File: src/rtl/key_press_conditioner_pkg.sv
// Shared definitions for the push-button conditioner: per-key debounce
// state encoding and the default debounce period.
package key_press_conditioner_pkg;

   // Per-key debounce state. The encoding is fixed so the state is easy to
   // read from a debug probe.
   typedef enum logic [1:0] {
      RELEASED        = 2'd0,
      PRESS_PENDING   = 2'd1,
      PRESSED         = 2'd2,
      RELEASE_PENDING = 2'd3
   } key_state_t;

   // 10 ms of stability at a 50 MHz clock.
   localparam int DEFAULT_DEBOUNCE_CYCLES = 500000;

endpackage

File: src/rtl/key_press_conditioner_if.sv
// Bundle of the board-side button vector and the conditioned outputs.
//
// Signalling: there is no valid/ready pair on this bundle. `key` is a
// one-cycle strobe that the consumer must take in the cycle it is high;
// there is no backpressure and no stall. `key_level` and `key_state` are
// plain levels that can be sampled at any time.
interface key_press_conditioner_if #(
   parameter int NUM_KEYS = 4
);
   logic [NUM_KEYS-1:0]      raw_keys;   // active-low board buttons
   logic [NUM_KEYS-1:0]      key;        // one-cycle press pulses
   logic [NUM_KEYS-1:0]      key_level;  // debounced pressed level
   logic                     any_press;  // OR of key, same cycle
   logic [NUM_KEYS-1:0][1:0] key_state;  // per-key debounce state (debug)

   // Board/testbench side.
   modport master (
      output raw_keys,
      input  key,
      input  key_level,
      input  any_press,
      input  key_state
   );

   // Conditioner side.
   modport slave (
      input  raw_keys,
      output key,
      output key_level,
      output any_press,
      output key_state
   );
endinterface

File: src/rtl/key_press_conditioner_debouncer.sv
// Single-button conditioner: 2-flop synchronizer, four-state debounce FSM
// and stability counter. Produces a one-cycle press pulse and a debounced
// level; releases never pulse.
module key_debouncer
   import key_press_conditioner_pkg::*;
#(
   parameter int DEBOUNCE_CYCLES = DEFAULT_DEBOUNCE_CYCLES
) (
   input  logic       clock,
   input  logic       reset,
   input  logic       raw_key,  // active-low, asynchronous
   output logic       pulse,    // registered one-cycle press pulse
   output logic       level,    // registered debounced level
   output logic       accept,   // next-cycle value of pulse
   output key_state_t state     // current debounce state
);

   localparam int CNT_W = $clog2(DEBOUNCE_CYCLES + 1);
   localparam logic [CNT_W-1:0] CNT_MAX = CNT_W'(DEBOUNCE_CYCLES);

   logic [1:0]       sync_ff;
   logic             sync;
   logic [CNT_W-1:0] cnt;

   // Two-flop synchronizer, reset to the released (high) level.
   always_ff @(posedge clock or negedge reset) begin
      if (!reset) sync_ff <= 2'b11;
      else        sync_ff <= {sync_ff[0], raw_key};
   end

   assign sync = sync_ff[1];

   // A press is accepted in the cycle the pending count reaches its limit
   // with the button still down; pulse is this value one cycle later.
   assign accept = (state == PRESS_PENDING) && !sync && (cnt == CNT_MAX);

   // Debounce FSM with counter; pulse and level are registered outputs.
   always_ff @(posedge clock or negedge reset) begin
      if (!reset) begin
         state <= RELEASED;
         cnt   <= '0;
         pulse <= 1'b0;
         level <= 1'b0;
      end else begin
         pulse <= 1'b0;
         case (state)
            RELEASED: begin
               if (!sync) begin
                  state <= PRESS_PENDING;
                  cnt   <= CNT_W'(1);
               end
            end
            PRESS_PENDING: begin
               if (sync) begin
                  state <= RELEASED;
                  cnt   <= '0;
               end else if (cnt == CNT_MAX) begin
                  state <= PRESSED;
                  pulse <= 1'b1;
                  level <= 1'b1;
                  cnt   <= '0;
               end else begin
                  cnt <= cnt + 1'b1;
               end
            end
            PRESSED: begin
               if (sync) begin
                  state <= RELEASE_PENDING;
                  cnt   <= CNT_W'(1);
               end
            end
            RELEASE_PENDING: begin
               if (!sync) begin
                  state <= PRESSED;
                  cnt   <= '0;
               end else if (cnt == CNT_MAX) begin
                  state <= RELEASED;
                  level <= 1'b0;
                  cnt   <= '0;
               end else begin
                  cnt <= cnt + 1'b1;
               end
            end
            default: begin
               state <= RELEASED;
               cnt   <= '0;
            end
         endcase
      end
   end

endmodule

File: src/rtl/key_press_conditioner.sv
// Turns the bouncing active-low DE1-SoC push-buttons into clean,
// active-high one-cycle press pulses for the lock FSM. Each button has its
// own debouncer; this level only gathers the per-key outputs and registers
// any_press so it lines up with key.
module key_press_conditioner
   import key_press_conditioner_pkg::*;
#(
   parameter int NUM_KEYS        = 4,
   parameter int DEBOUNCE_CYCLES = DEFAULT_DEBOUNCE_CYCLES
) (
   input logic                    clock,
   input logic                    reset,
   key_press_conditioner_if.slave bus
);

   logic [NUM_KEYS-1:0] pulse_vec;
   logic [NUM_KEYS-1:0] level_vec;
   logic [NUM_KEYS-1:0] accept_vec;

   for (genvar i = 0; i < NUM_KEYS; i++) begin : g_key
      key_state_t key_st;

      key_debouncer #(
         .DEBOUNCE_CYCLES(DEBOUNCE_CYCLES)
      ) u_debouncer (
         .clock  (clock),
         .reset  (reset),
         .raw_key(bus.raw_keys[i]),
         .pulse  (pulse_vec[i]),
         .level  (level_vec[i]),
         .accept (accept_vec[i]),
         .state  (key_st)
      );

      assign bus.key_state[i] = key_st;
   end

   assign bus.key       = pulse_vec;
   assign bus.key_level = level_vec;

   // any_press is registered from the same next-cycle terms as key, so it
   // rises and falls in exactly the cycles key is non-zero.
   always_ff @(posedge clock or negedge reset) begin
      if (!reset) bus.any_press <= 1'b0;
      else        bus.any_press <= |accept_vec;
   end

endmodule

File: src/flat_wrapper.sv
// flat-port wrapper written by rule: the top's interface ports become plain ports
module key_press_conditioner_flat import key_press_conditioner_pkg::*;
#(
   parameter int NUM_KEYS        = 4,
   parameter int DEBOUNCE_CYCLES = DEFAULT_DEBOUNCE_CYCLES
)
  (clock, reset, bus_raw_keys, bus_key, bus_key_level, bus_any_press, bus_key_state);
  key_press_conditioner_if #(.NUM_KEYS(NUM_KEYS)) bus_i ();
  input logic clock;
  input logic reset;
  input wire logic [$bits(bus_i.raw_keys)-1:0] bus_raw_keys;
  output wire logic [$bits(bus_i.key)-1:0] bus_key;
  output wire logic [$bits(bus_i.key_level)-1:0] bus_key_level;
  output wire logic [$bits(bus_i.any_press)-1:0] bus_any_press;
  output wire logic [$bits(bus_i.key_state)-1:0] bus_key_state;
  assign bus_i.raw_keys = bus_raw_keys;
  assign bus_key = bus_i.key;
  assign bus_key_level = bus_i.key_level;
  assign bus_any_press = bus_i.any_press;
  assign bus_key_state = bus_i.key_state;
  key_press_conditioner #(.NUM_KEYS(NUM_KEYS), .DEBOUNCE_CYCLES(DEBOUNCE_CYCLES)) u_core (.clock(clock), .reset(reset), .bus(bus_i));
endmodule
File: config.mk
export PLATFORM = sky130hd
export DESIGN_NAME = key_press_conditioner_flat
export DESIGN_NICKNAME = d
export VERILOG_FILES = /design/src/rtl/key_press_conditioner_pkg.sv /design/src/rtl/key_press_conditioner_if.sv /design/src/rtl/key_press_conditioner_debouncer.sv /design/src/rtl/key_press_conditioner.sv /design/src/flat_wrapper.sv
export SDC_FILE = /design/constraint.sdc
export NUM_CORES = 1
export LEC_CHECK = 0
export ABC_AREA = 1
export CAP_MARGIN = 30
export CORE_MARGIN = 1
export CORE_UTILIZATION = 38
export CTS_BUF_LIST = sky130_fd_sc_hd__clkbuf_4 sky130_fd_sc_hd__clkbuf_8 sky130_fd_sc_hd__clkbuf_16
export DETAILED_ROUTE_END_ITERATION = 16
export PLACE_DENSITY = 0.54
export SYNTH_ARGS = -nofsm -noshare
export SYNTH_HDL_FRONTEND = slang
export SYNTH_SLANG_ARGS = --single-unit
File: constraint.sdc
create_clock -name clock -period 1.3 [get_ports clock]
set_input_delay 0.26 -clock clock [delete_from_list [all_inputs] [get_ports clock]]
set_output_delay 0.26 -clock clock [all_outputs]
set_load 0.05 [all_outputs]
==> impl_metrics.csv <==
group,metric,value,unit
run_status,status,"finished, violations left",
run_status,violations,"setup timing",
pwr,p_leak,4.27,nW
min_path,worstHoldPathType,"in -> reg",
floorplanning,die_w,128,um
worst_setup_path,path_class,"reg -> reg",
global_routing,grt_overflow,0,
worst_setup_path,required,1590,ps
pwr,vdd.ir_drop.worst,1.41,mV
pwr,powerDensity,1050,mW/mm^2
global_routing,first_global_vias,6149,
drt,detail_route.vias_per_cell,4.96,
cts,htree_levels,3,
cts,cts-root-buf,"clkbuf_16",
worst_setup_path,critPathArrivalTime,1820,ps
global_routing,antenna_found_initial,0,
cells_and_area,final_util,0.627,
drt,totalWireLength,18100,um
drt,vias,6275,
floorplanning,ios,23,
synthesis,synthesis.area,0.00601,sq mm
floorplanning,row_count,45,
drt,first_pass_iters,5,
timing,rsz0062_at_grt,"yes",
timing,max_freq,0.655,GHz
timing,fin_ws,-226,ps
cts,cts_buffers,9,
cts,cts_buffer_depth,2,
timing,fin_hold_ws,300,ps
global_routing,grt_pass1_wl,28600,um
timing,slew_headroom,0.791,
worst_setup_path,path_buf_inv,2,
cts,tritoncts,"yes",
synthesis,synthCells,828,
placed_design,place_area,0.00798,sq mm
cells_and_area,syn2layout_area_growth,59.8,%
cells_and_area,nets,1064,
worst_setup_path,crit_path_top_delay_cell,"dfrtp_1",
synthesis,synth_edf_count,0,
synthesis,ys_seq_elements,101,
cells_and_area,drive_gt1_frac,0.480,
placed_design,post-dp-hpwl,12100,um
run,cap_violations,0,
worst_setup_path,path_cells,"buf_6 > ha_4 > nand3_4 > nor2_4 > nand2_4 > nor2_4 > nand2_2 > nand2_2 > inv_2 > a21oi_2",
cells_and_area,fillers,1309,
drt,wire_per_inst,14.3,um
synthesis,synth.distinct_cells,35,
timing,slew_violations,0,
cells_and_area,final_cell_mix,"191 x nand2_1, 174 x buf_4, 76 x dfrtp_1",
floorplanning,die_h,128,um
cells_and_area,mostFrequentLayoutCell,"nand2_1",
timing,layout_min_cycle_time,1530,ps
floorplanning,die_area,0.0163,sq mm
synthesis,synth_ff_type,"dfrtp_1",
placed_design,io_buffers,22,
timing,hold_viol,0,
drt,drt_iter0_markers,341,
worst_setup_path,crit_path_max_incr_delay,420,ps
cells_and_area,num_antenna_cells,0,
drt,drc,0,
cts,path_clk_slew,70,ps
cts,cts_sinks,101,
drt,antenna_left,0,
synthesis,yosysWarnings,0,
worst_setup_path,path_max_fanout,5,
worst_setup_path,endpoint_kind,"flip-flop",
synthesis,seq_area_frac_synth,0.422,
placed_design,globalplace.congestion,0.885,
timing,fin_setup_tns,-12660,ps
timing,tightest_slew,311,ps
synthesis,synth_area_per_cell,7.26,sq um
worst_setup_path,crit_family,"simple AND/OR/NAND/NOR gates",
floorplanning,initial_core_util,0.392,
worst_setup_path,startpoint_type,"flip-flop",
timing,setup_viol,96,
timing,fin_crit_sh,1.17,
global_routing,grt_use_total,0.220,
cells_and_area,fin_area,0.00960,sq mm
cts,clkLatencyLatePin,360,ps
global_routing,grt_max_degree,38,
synthesis,synthesis.nets,842,
synthesis,async_flop_share,1.00,
pwr,power.total,10.1,mW
floorplanning,coreArea,0.0153,sq mm
timing,fin_skew,10.0,ps
cells in the mapped netlist (7+ instances only):
library cell	n	area, sq um
dfrtp_1	93	2330
xor2_1	21	184
nor3_1	23	115
o21ai_0	44	220
ha_1	8	100
buf_4	10	75.1
nand2_1	231	867
nand3_1	73	365
a21oi_1	9	45.0
nor2_2	9	56.3
dfstp_2	8	210
o22ai_1	18	113
inv_1	104	390
inv_2	7	26.3
nor2_1	92	345
nand2_2	8	50.1
nand4_1	20	125
o21ai_1	7	35.0
worst paths after layout:
kind	slack (ps)	start	cells after the start	endpoint
setup / recovery	-230	u_core.g_key[1].u_debouncer.cnt[1]	10	u_core.g_key[1].u_debouncer.cnt[18]
min in group asynchronous	470	reset	3	u_core.g_key[3].u_debouncer.cnt[13]
setup reg to reg	-230	u_core.g_key[1].u_debouncer.cnt[1]	10	u_core.g_key[1].u_debouncer.cnt[18]
max in group asynchronous	530	reset	3	u_core.g_key[3].u_debouncer.cnt[3]
hold reg to reg	360	u_core.g_key[2].u_debouncer.sync_ff[0]	0	u_core.g_key[2].u_debouncer.sync_ff[1]
hold / removal	300	bus_raw_keys[1]	1	u_core.g_key[1].u_debouncer.sync_ff[0]
layer usage:
| metal | global-route usage | part of all wire | up-vias |
|---|---|---|---|
| met2 | 0.388 | 0.51 | 111 |
| met1 | 0.273 | 0.44 | 3037 |
| met3 | 0.0463 | 0.034 | 25 |
| li1 | - | - | 3102 |
| met5 | 0 | 0 | - |
| met4 | 0.0554 | 0.015 | 0 |
where the power goes:
group          switching [mW]  leakage [nW]  internal, mW
clock                    1.28         0.147          1.44
sequential              0.190          1.34          3.33
combinational            2.11          2.78          1.76
sequential cells by signal, summed over array words and instances, names as in the netlist, named ones only:
signal                            flops
u_core.bus.any_press                  1
u_core.g_key.u_debouncer.level        4
u_core.g_key.u_debouncer.pulse        4
u_core.g_key.u_debouncer.sync_ff      8
u_core.g_key.u_debouncer.cnt         76
u_core.g_key.u_debouncer.state        4
cell type report:
| type | count | area, sq um | area share |
|---|---|---|---|
| inverters | 113 | 442 | 0.0460 |
| clock inverters | 4 | 31.3 | 0.00326 |
| clock buffers | 12 | 260 | 0.0271 |
| repair inverters | 1 | 11.3 | 0.00117 |
| flip-flops and latches | 101 | 2560 | 0.266 |
| multi-input cells | 599 | 3930 | 0.409 |
| well taps | 211 | 264 | 0.0275 |
| repair buffers | 225 | 2110 | 0.220 |
worst reg2reg max path: cells and delay by family, from the launching register on:
kind	cells	cell delay, ps
simple gates	6	660
flops	1	420
buf+inv	2	170
fa+ha+maj	1	150
compound gates	1	80
what timing repair did:
item / 4_1_cts / 5_1_grt
buffers inserted: 27 / 16
gates resized for setup: 118 / 167
setup endpoints to repair: 100 / 100
pin swaps: 51 / 71
gates cloned: 0 / 2
endpoints found under the hold margin: 93 / 0
hold buffers: 1 / 0
metrics by stage:
stage	setup WS (ps)	instances
after floorplan	-81.4	828
after global placement	-273	1208
after detailed placement	-364	1208
after CTS	-181	1249
after global routing	-314	1266
final	-226	1266
kinds of logic after synthesis:
logic type | share of synthesized area
and+or+nand+nor | 0.353
adders and majority gates | 0.0167
xor gates and xnor gates | 0.0379
AOI/OAI and AO/OA | 0.0837
DFF | 0.422
buffers and inverters | 0.0868
Power figures use the tool's default switching activity.
